## config.mk

```make
export PLATFORM = sky130hd
export DESIGN_NAME = aes_round_sequencer
export DESIGN_NICKNAME = d
export VERILOG_FILES = /design/src/rtl/aes_seq_pkg.sv /design/src/rtl/load_sync_edge.sv /design/src/rtl/aes_round_sequencer.sv
export SDC_FILE = /design/constraint.sdc
export NUM_CORES = 1
export LEC_CHECK = 0
export BUFFER_PORTS_ARGS = -buffer_cell sky130_fd_sc_hd__buf_2
export CAP_MARGIN = 25
export CORE_MARGIN = 1.5
export CORE_UTILIZATION = 55
export CTS_CLUSTER_DIAMETER = 120
export DETAILED_ROUTE_END_ITERATION = 6
export HOLD_SLACK_MARGIN = 0.02
export PLACE_DENSITY = 0.85
export SLEW_MARGIN = 20
export SYNTH_ARGS = -nofsm -noshare
export SYNTH_HDL_FRONTEND = slang
export SYNTH_HIERARCHICAL = 1
export SYNTH_SLANG_ARGS = --single-unit
```

## constraint.sdc

```tcl
create_clock -name clk -period 2.2 [get_ports clk]
set_input_delay 0.44 -clock clk [delete_from_list [all_inputs] [get_ports clk]]
set_output_delay 0.44 -clock clk [all_outputs]
set_load 0.01 [all_outputs]
```

## src/rtl/aes_seq_pkg.sv

```systemverilog
`default_nettype none
// ============================================================================
// Module   : aes_seq_pkg
// Brief    : Shared types, constants and RCON helper for the AES round sequencer.
// Revision : 1.0 - initial release
// ============================================================================
package aes_seq_pkg;

  typedef enum logic [2:0] {
    ST_IDLE  = 3'd0,
    ST_INIT  = 3'd1,
    ST_SUB   = 3'd2,
    ST_ROUND = 3'd3,
    ST_DONE  = 3'd4
  } seq_state_t;

  localparam logic [1:0] STATE_SEL_HOLD  = 2'b00;
  localparam logic [1:0] STATE_SEL_INIT  = 2'b01;
  localparam logic [1:0] STATE_SEL_ROUND = 2'b10;

  localparam logic [7:0] RCON_INIT         = 8'h01;
  localparam int         NUM_ROUNDS_AES128 = 10;

  // GF(2^8) multiply-by-2 used to step the round constant.
  function automatic logic [7:0] xtime(input logic [7:0] r);
    return {r[6:0], 1'b0} ^ (r[7] ? 8'h1B : 8'h00);
  endfunction

endpackage
`default_nettype wire

```

## src/rtl/load_sync_edge.sv

```systemverilog
`default_nettype none
// ============================================================================
// Module   : load_sync_edge
// Brief    : 2-FF synchronizer for the MCU load level with fall/rise pulses.
// Revision : 1.0 - initial release
// ============================================================================
module load_sync_edge (
  input  logic clk,
  input  logic reset,
  input  logic load,
  output logic start_p,
  output logic abort_p
);

  logic       r_sync1;
  logic       r_sync2;
  logic       r_prev;
  logic       r_armed;
  logic [1:0] r_vld;

  // Reset preloads ones; a fall only counts once load has genuinely been
  // sampled high, so a low load across reset release cannot fake a start.
  always_ff @(posedge clk) begin
    if (!reset) begin
      r_sync1 <= 1'b1;
      r_sync2 <= 1'b1;
      r_prev  <= 1'b1;
      r_vld   <= 2'b00;
      r_armed <= 1'b0;
    end else begin
      r_sync1 <= load;
      r_sync2 <= r_sync1;
      r_prev  <= r_sync2;
      r_vld   <= {r_vld[0], 1'b1};
      r_armed <= r_armed | (r_vld[1] & r_sync2);
    end
  end

  assign start_p = r_armed & r_prev & ~r_sync2;
  assign abort_p = ~r_prev & r_sync2;

endmodule
`default_nettype wire

```

## src/rtl/aes_round_sequencer.sv

```systemverilog
`default_nettype none
// ============================================================================
// Module   : aes_round_sequencer
// Brief    : Iterative AES-128 control FSM: load detect, initial key add,
//            ten S-box-waited rounds, then done until the next load.
// Revision : 1.0 - initial release
// ============================================================================
module aes_round_sequencer
  import aes_seq_pkg::*;
#(
  parameter int NUM_ROUNDS  = NUM_ROUNDS_AES128,
  parameter int SUB_LATENCY = 1
) (
  input  logic       clk,
  input  logic       reset,
  input  logic       load,
  output logic [1:0] state_sel,
  output logic       state_en,
  output logic       key_sel,
  output logic       key_en,
  output logic       mix_bypass,
  output logic       sub_phase,
  output logic [7:0] rcon,
  output logic [3:0] round,
  output logic       busy,
  output logic       done
);

  localparam logic [1:0] c_wait_init  = 2'(SUB_LATENCY - 1);
  localparam logic [3:0] c_last_round = 4'(NUM_ROUNDS);

  logic       w_start;
  logic       w_abort;

  seq_state_t r_state;
  seq_state_t w_state_nxt;
  logic [3:0] r_round;
  logic [3:0] w_round_nxt;
  logic [7:0] r_rcon;
  logic [7:0] w_rcon_nxt;
  logic [1:0] r_wait;
  logic [1:0] w_wait_nxt;

  load_sync_edge u_load_sync (
    .clk     (clk),
    .reset   (reset),
    .load    (load),
    .start_p (w_start),
    .abort_p (w_abort)
  );

  always_ff @(posedge clk) begin
    if (!reset) begin
      r_state <= ST_IDLE;
      r_round <= 4'd0;
      r_rcon  <= RCON_INIT;
      r_wait  <= 2'd0;
    end else begin
      r_state <= w_state_nxt;
      r_round <= w_round_nxt;
      r_rcon  <= w_rcon_nxt;
      r_wait  <= w_wait_nxt;
    end
  end

  // Abort is checked first in every state so it wins over any other move.
  always_comb begin
    w_state_nxt = r_state;
    w_round_nxt = r_round;
    w_rcon_nxt  = r_rcon;
    w_wait_nxt  = r_wait;
    if (w_abort && (r_state != ST_IDLE)) begin
      w_state_nxt = ST_IDLE;
      w_round_nxt = 4'd0;
      w_rcon_nxt  = RCON_INIT;
      w_wait_nxt  = 2'd0;
    end else begin
      case (r_state)
        ST_IDLE: begin
          if (w_start && !w_abort) begin
            w_state_nxt = ST_INIT;
          end
        end
        ST_INIT: begin
          w_state_nxt = ST_SUB;
          w_round_nxt = 4'd1;
          w_rcon_nxt  = RCON_INIT;
          w_wait_nxt  = c_wait_init;
        end
        ST_SUB: begin
          if (r_wait == 2'd0) begin
            w_state_nxt = ST_ROUND;
          end else begin
            w_wait_nxt = r_wait - 2'd1;
          end
        end
        ST_ROUND: begin
          if (r_round == c_last_round) begin
            w_state_nxt = ST_DONE;
          end else begin
            w_state_nxt = ST_SUB;
            w_round_nxt = r_round + 4'd1;
            w_rcon_nxt  = xtime(r_rcon);
            w_wait_nxt  = c_wait_init;
          end
        end
        ST_DONE: begin
          w_state_nxt = ST_DONE;
        end
        default: begin
          w_state_nxt = ST_IDLE;
          w_round_nxt = 4'd0;
          w_rcon_nxt  = RCON_INIT;
          w_wait_nxt  = 2'd0;
        end
      endcase
    end
  end

  always_comb begin
    state_sel  = STATE_SEL_HOLD;
    state_en   = 1'b0;
    key_sel    = 1'b0;
    key_en     = 1'b0;
    mix_bypass = 1'b0;
    sub_phase  = 1'b0;
    busy       = 1'b0;
    done       = 1'b0;
    case (r_state)
      ST_INIT: begin
        state_sel = STATE_SEL_INIT;
        state_en  = 1'b1;
        key_en    = 1'b1;
        busy      = 1'b1;
      end
      ST_SUB: begin
        sub_phase = 1'b1;
        busy      = 1'b1;
      end
      ST_ROUND: begin
        state_sel  = STATE_SEL_ROUND;
        state_en   = 1'b1;
        key_sel    = 1'b1;
        key_en     = 1'b1;
        busy       = 1'b1;
        mix_bypass = (r_round == c_last_round);
      end
      ST_DONE: begin
        done = 1'b1;
      end
      default: begin
        done = 1'b0;
      end
    endcase
  end

  assign round = r_round;
  assign rcon  = r_rcon;

endmodule
`default_nettype wire

```

==> results summary <==
The run finished with clean final reports. Counting I/O delays and the setup requirement, the final critical path takes 2.05 ns. Summed over all cells, the static leakage comes to 0.546 nW. For this run, design rule violations remaining after detail routing come to 0.

The count of endpoints failing setup in the final report came out at 0. By area the synthesized netlist is led by sky130_fd_sc_hd__dfxtp_1 44%, sky130_fd_sc_hd__nand3_1 6.2%, sky130_fd_sc_hd__a21oi_1 4.3%, sky130_fd_sc_hd__nand2_1 3.9%, sky130_fd_sc_hd__ha_1 3.6%. The synthesized area divided by synthesized cell count is 8.68 sq um. The area share of fa/ha/maj cells after synthesis is 0.0358. When the netlist entered floorplanning its net count stood at 127. Of the synthesized area, sequential elements account for 0.439.

The full die area came out at 2180 sq um. The worst register-to-register path ends at r_wait[1]$_SDFFE_PP0P_. The number of iterations in the first detailed-routing pass came out at 4. The quantity of gates resized following cts came out at 0. Of the total synthesized cell area, the portion taken by XOR and XNOR cells is 0.0250.

After detailed routing, the number of vias per cell comes to 5.57. The largest family of logic cells by synthesized area is simple AND/OR/NAND/NOR gates. The worst setup path is captured at a primary output.

The worst-skew pair later-pin latency is 0.31 ns. After clock tree synthesis, the setup repair step added 0 buffers. Entering global routing, the biggest net connects 14 pins. Global routing finished with a remaining overflow of 0. The layout overhead on the synthesized area came out at 12.3%. The maximum clock insertion buffer count is 2.

In this run the worst hold path is classified as in2reg. The critical path required time came out at 1.76 ns. The final period utilization is 0.933. The kind of launch point of the worst setup path is a register. The clock sink count came out at 23.

Summing every instance area after synthesis gives 1050 sq um. Walking the worst path, the cells encountered are ha_1 -> nand4b_2 -> nor2_2 -> buf_2. In this run the critical register-to-register path is launched from round[0]$_SDFFE_PP0P_. The worst hold path was traced through 2 stages.

The post-synthesis instance total came out at 121. The final core utilization came out at 0.668. The area fraction in compound gates after synthesis is 0.149. In the synthesized netlist, the cells that appear most often are 23 x sky130_fd_sc_hd__dfxtp_1, 13 x sky130_fd_sc_hd__nand3_1, 11 x sky130_fd_sc_hd__nand2_1. The first global-routing pass estimated 3.26 mm of wire. The number of violations reported at the end of detailed-routing iteration 0 is 23. The clock tree from TritonCTS is yes. The sequential cell area in the final layout is 460 sq um.

The biggest cell delay along the critical path came out at 0.44 ns. The number of top-level pins is 24. The max-slew violation count is 0. Of the cells placed in the final design, the portion with a size suffix greater than 1 is 0.220. The setup slack of the worst register-to-register path came out at 0.49 ns. The power density over the cells came out at 554 nW/um^2. The number of hold buffers added after CTS was 0. Static timing analysis puts the maximum clock frequency at 487 MHz.

The root buffer cell is sky130_fd_sc_hd__clkbuf_4. The maximum resistive drop on vdd came out at 0.457 mV. Detailed placement ended at an HPWL of 1.50 mm. For hold timing, the worst endpoint is u_load_sync/r_sync1$_SDFF_PN1_. The startpoint of the most critical hold path is load. The register clock-pin slew on the reported worst setup and hold paths is 0.12 ns. The area of the multi-input gates is 510 sq um.

In the final routed layout, each cell accounts on average for 13.0 microns. Data arrives at the worst endpoint at 1.61 ns. Max-cap violations in this run came to 0. The register bit count reported by yosys is 23. By startpoint and endpoint, the worst setup path is classified as reg2out.

Of the total synthesized cell area, the portion taken by AND, OR, NAND and NOR gates is 0.267. The top-area cell type share of the netlist area is 0.439. The area of the placeable core came out at 1760 sq um. The post-synthesis mux area share is 0.00954. The final layout contains 148 nets. The final total negative setup slack came out at 0 ns. At the end of routability-driven placement, the weighted congestion stood at 0.803.

The total vias in the final route came out at 924. Of all cell types, the one taking the most synthesized area is sky130_fd_sc_hd__dfxtp_1. The number of routed nets with antenna violations is 0. The number of antenna violations at the first check in global routing is 0. The clock skew is 0.000735 ns. The share of async-settable or async-resettable flops after synthesis is 0. The via count of the first global-routing pass came to 760. Wires add up to 2.15 mm. For this design, the slowest cell found on the critical path is sky130_fd_sc_hd__dfxtp_1. For this run, the number of Yosys warnings is 6. The placement row count is 15.

Setup repair after global routing left no endpoint under its margin. 0 antenna diodes ended up in the layout. For this configuration, the core starts out at a cell density of 0.595. The worst-margin pin slew came out at 0.434 ns. The die height came out at 46.7 microns. In the synthesized netlist the dominant register cell turns out to be sky130_fd_sc_hd__dfxtp_1. The chip width came out at 46.7 microns. The global router's overall resource usage came out at 0.219.

TritonCTS created 3 clock buffers. CTS built an H-tree with a depth of 1. The count of buffers from port buffering came out at 23. The final hold violation count was 0. sky130_fd_sc_hd__dfxtp_1 is the most common cell in the netlist. The worst pin sits at a relative slew slack of 0.710.

The number of enable flip-flop cells after synthesis is 0. The count of unique library cells instantiated by Yosys is 34. Along the worst path, the maximum fanout reaches 6. The worst reg2reg path depth is 6. After filler insertion, the fill cell instance count of the layout stands at 150.
[worst max path at each step]
stage / startpoint / cells after the start / end / slack, ns
after floorplan: round[0]$_SDFFE_PP0P_ / 6 / r_wait[1]$_SDFFE_PP0P_ / 0.56
after global placement: r_state[1]$_SDFFE_PP0P_ / 3 / mix_bypass / 0.58
after detailed placement: round[0]$_SDFFE_PP0P_ / 5 / mix_bypass / 0.52
after CTS: round[0]$_SDFFE_PP0P_ / 5 / mix_bypass / 0.15
after global routing: r_state[1]$_SDFFE_PP0P_ / 3 / mix_bypass / 0.04
final: round[1]$_SDFFE_PP0P_ / 4 / mix_bypass / 0.15
[routing by layer]
layer  global-route usage  wire (microns)
met1                0.268             933
met5                    0               0
met2                0.347            1070
met4                0.128              43
met3               0.0549             100
[metrics by stage]
step	cells	area [sq um]	worst slack, ns	hold slack [ns]	power [mW]
floorplan	121	1050	0.564	0.386	0.456
global placement	162	1150	0.584	0.396	0.464
global route	166	1180	0.0432	0.287	0.677
detailed placement	162	1150	0.522	0.406	0.465
finish	166	1180	0.148	0.295	0.652
CTS	166	1180	0.155	0.298	0.653
[registers in the layout, indices dropped and copies added (netlist names)]
signal	flops
u_load_sync/r_armed	1
u_load_sync/r_sync1	1
u_load_sync/r_prev	1
round	4
r_state	3
r_wait	2
u_load_sync/r_sync2	1
rcon	8
u_load_sync/r_vld	2
[placed cells by master, fill, tap and decap left out, types with 2 or more instances in the layout]
cell	Yosys	routed
sky130_fd_sc_hd__and2_1	3	3
sky130_fd_sc_hd__o31ai_1	2	2
sky130_fd_sc_hd__nor2b_1	3	3
sky130_fd_sc_hd__nand3_1	13	13
sky130_fd_sc_hd__or4b_1	2	2
sky130_fd_sc_hd__nor4_1	2	2
sky130_fd_sc_hd__a21oi_1	9	9
sky130_fd_sc_hd__ha_1	3	3
sky130_fd_sc_hd__inv_1	9	9
sky130_fd_sc_hd__nand2b_1	6	6
sky130_fd_sc_hd__xor2_1	3	3
sky130_fd_sc_hd__nand2_1	11	11
sky130_fd_sc_hd__nor2_1	6	6
sky130_fd_sc_hd__o21ai_0	4	4
sky130_fd_sc_hd__buf_2	3	23
sky130_fd_sc_hd__clkbuf_4	0	3
sky130_fd_sc_hd__dfxtp_1	23	23
[report_power, final]
group	internal (mW)	switching [mW]	total, mW	leakage [nW]
clock network	0.0681	0.128	0.197	0.0177
logic	0.0100	0.0177	0.0277	0.341
registers	0.423	0.00521	0.428	0.187
total	0.501	0.151	0.652	0.546
[final cells by class]
class / count / area share
inverter: 9 / 0.0287
timing repair buffer: 23 / 0.0977
tap: 25 / 0.0265
multi-input combinational: 82 / 0.433
clock inverter: 1 / 0.00425
sequential: 23 / 0.391
clock buffer: 3 / 0.0191
[worst max-delay path, delay by kind of cell (launching register included)]
kind                       cells  cell delay (ns)
adders and majority gates      1             0.23
buffers and inverters          1             0.17
DFF                            1             0.44
and+or+nand+nor                2             0.45
[logic make-up (layout without fill, tap and decap cells)]
family | Yosys count | in the layout
fa+ha+maj | 3 | 3
xor+xnor | 3 | 3
compound gates | 24 | 24
mux | 1 | 1
flops | 23 | 23
simple gates | 51 | 51
buf+inv | 16 | 36
Power figures use the tool's default switching activity.
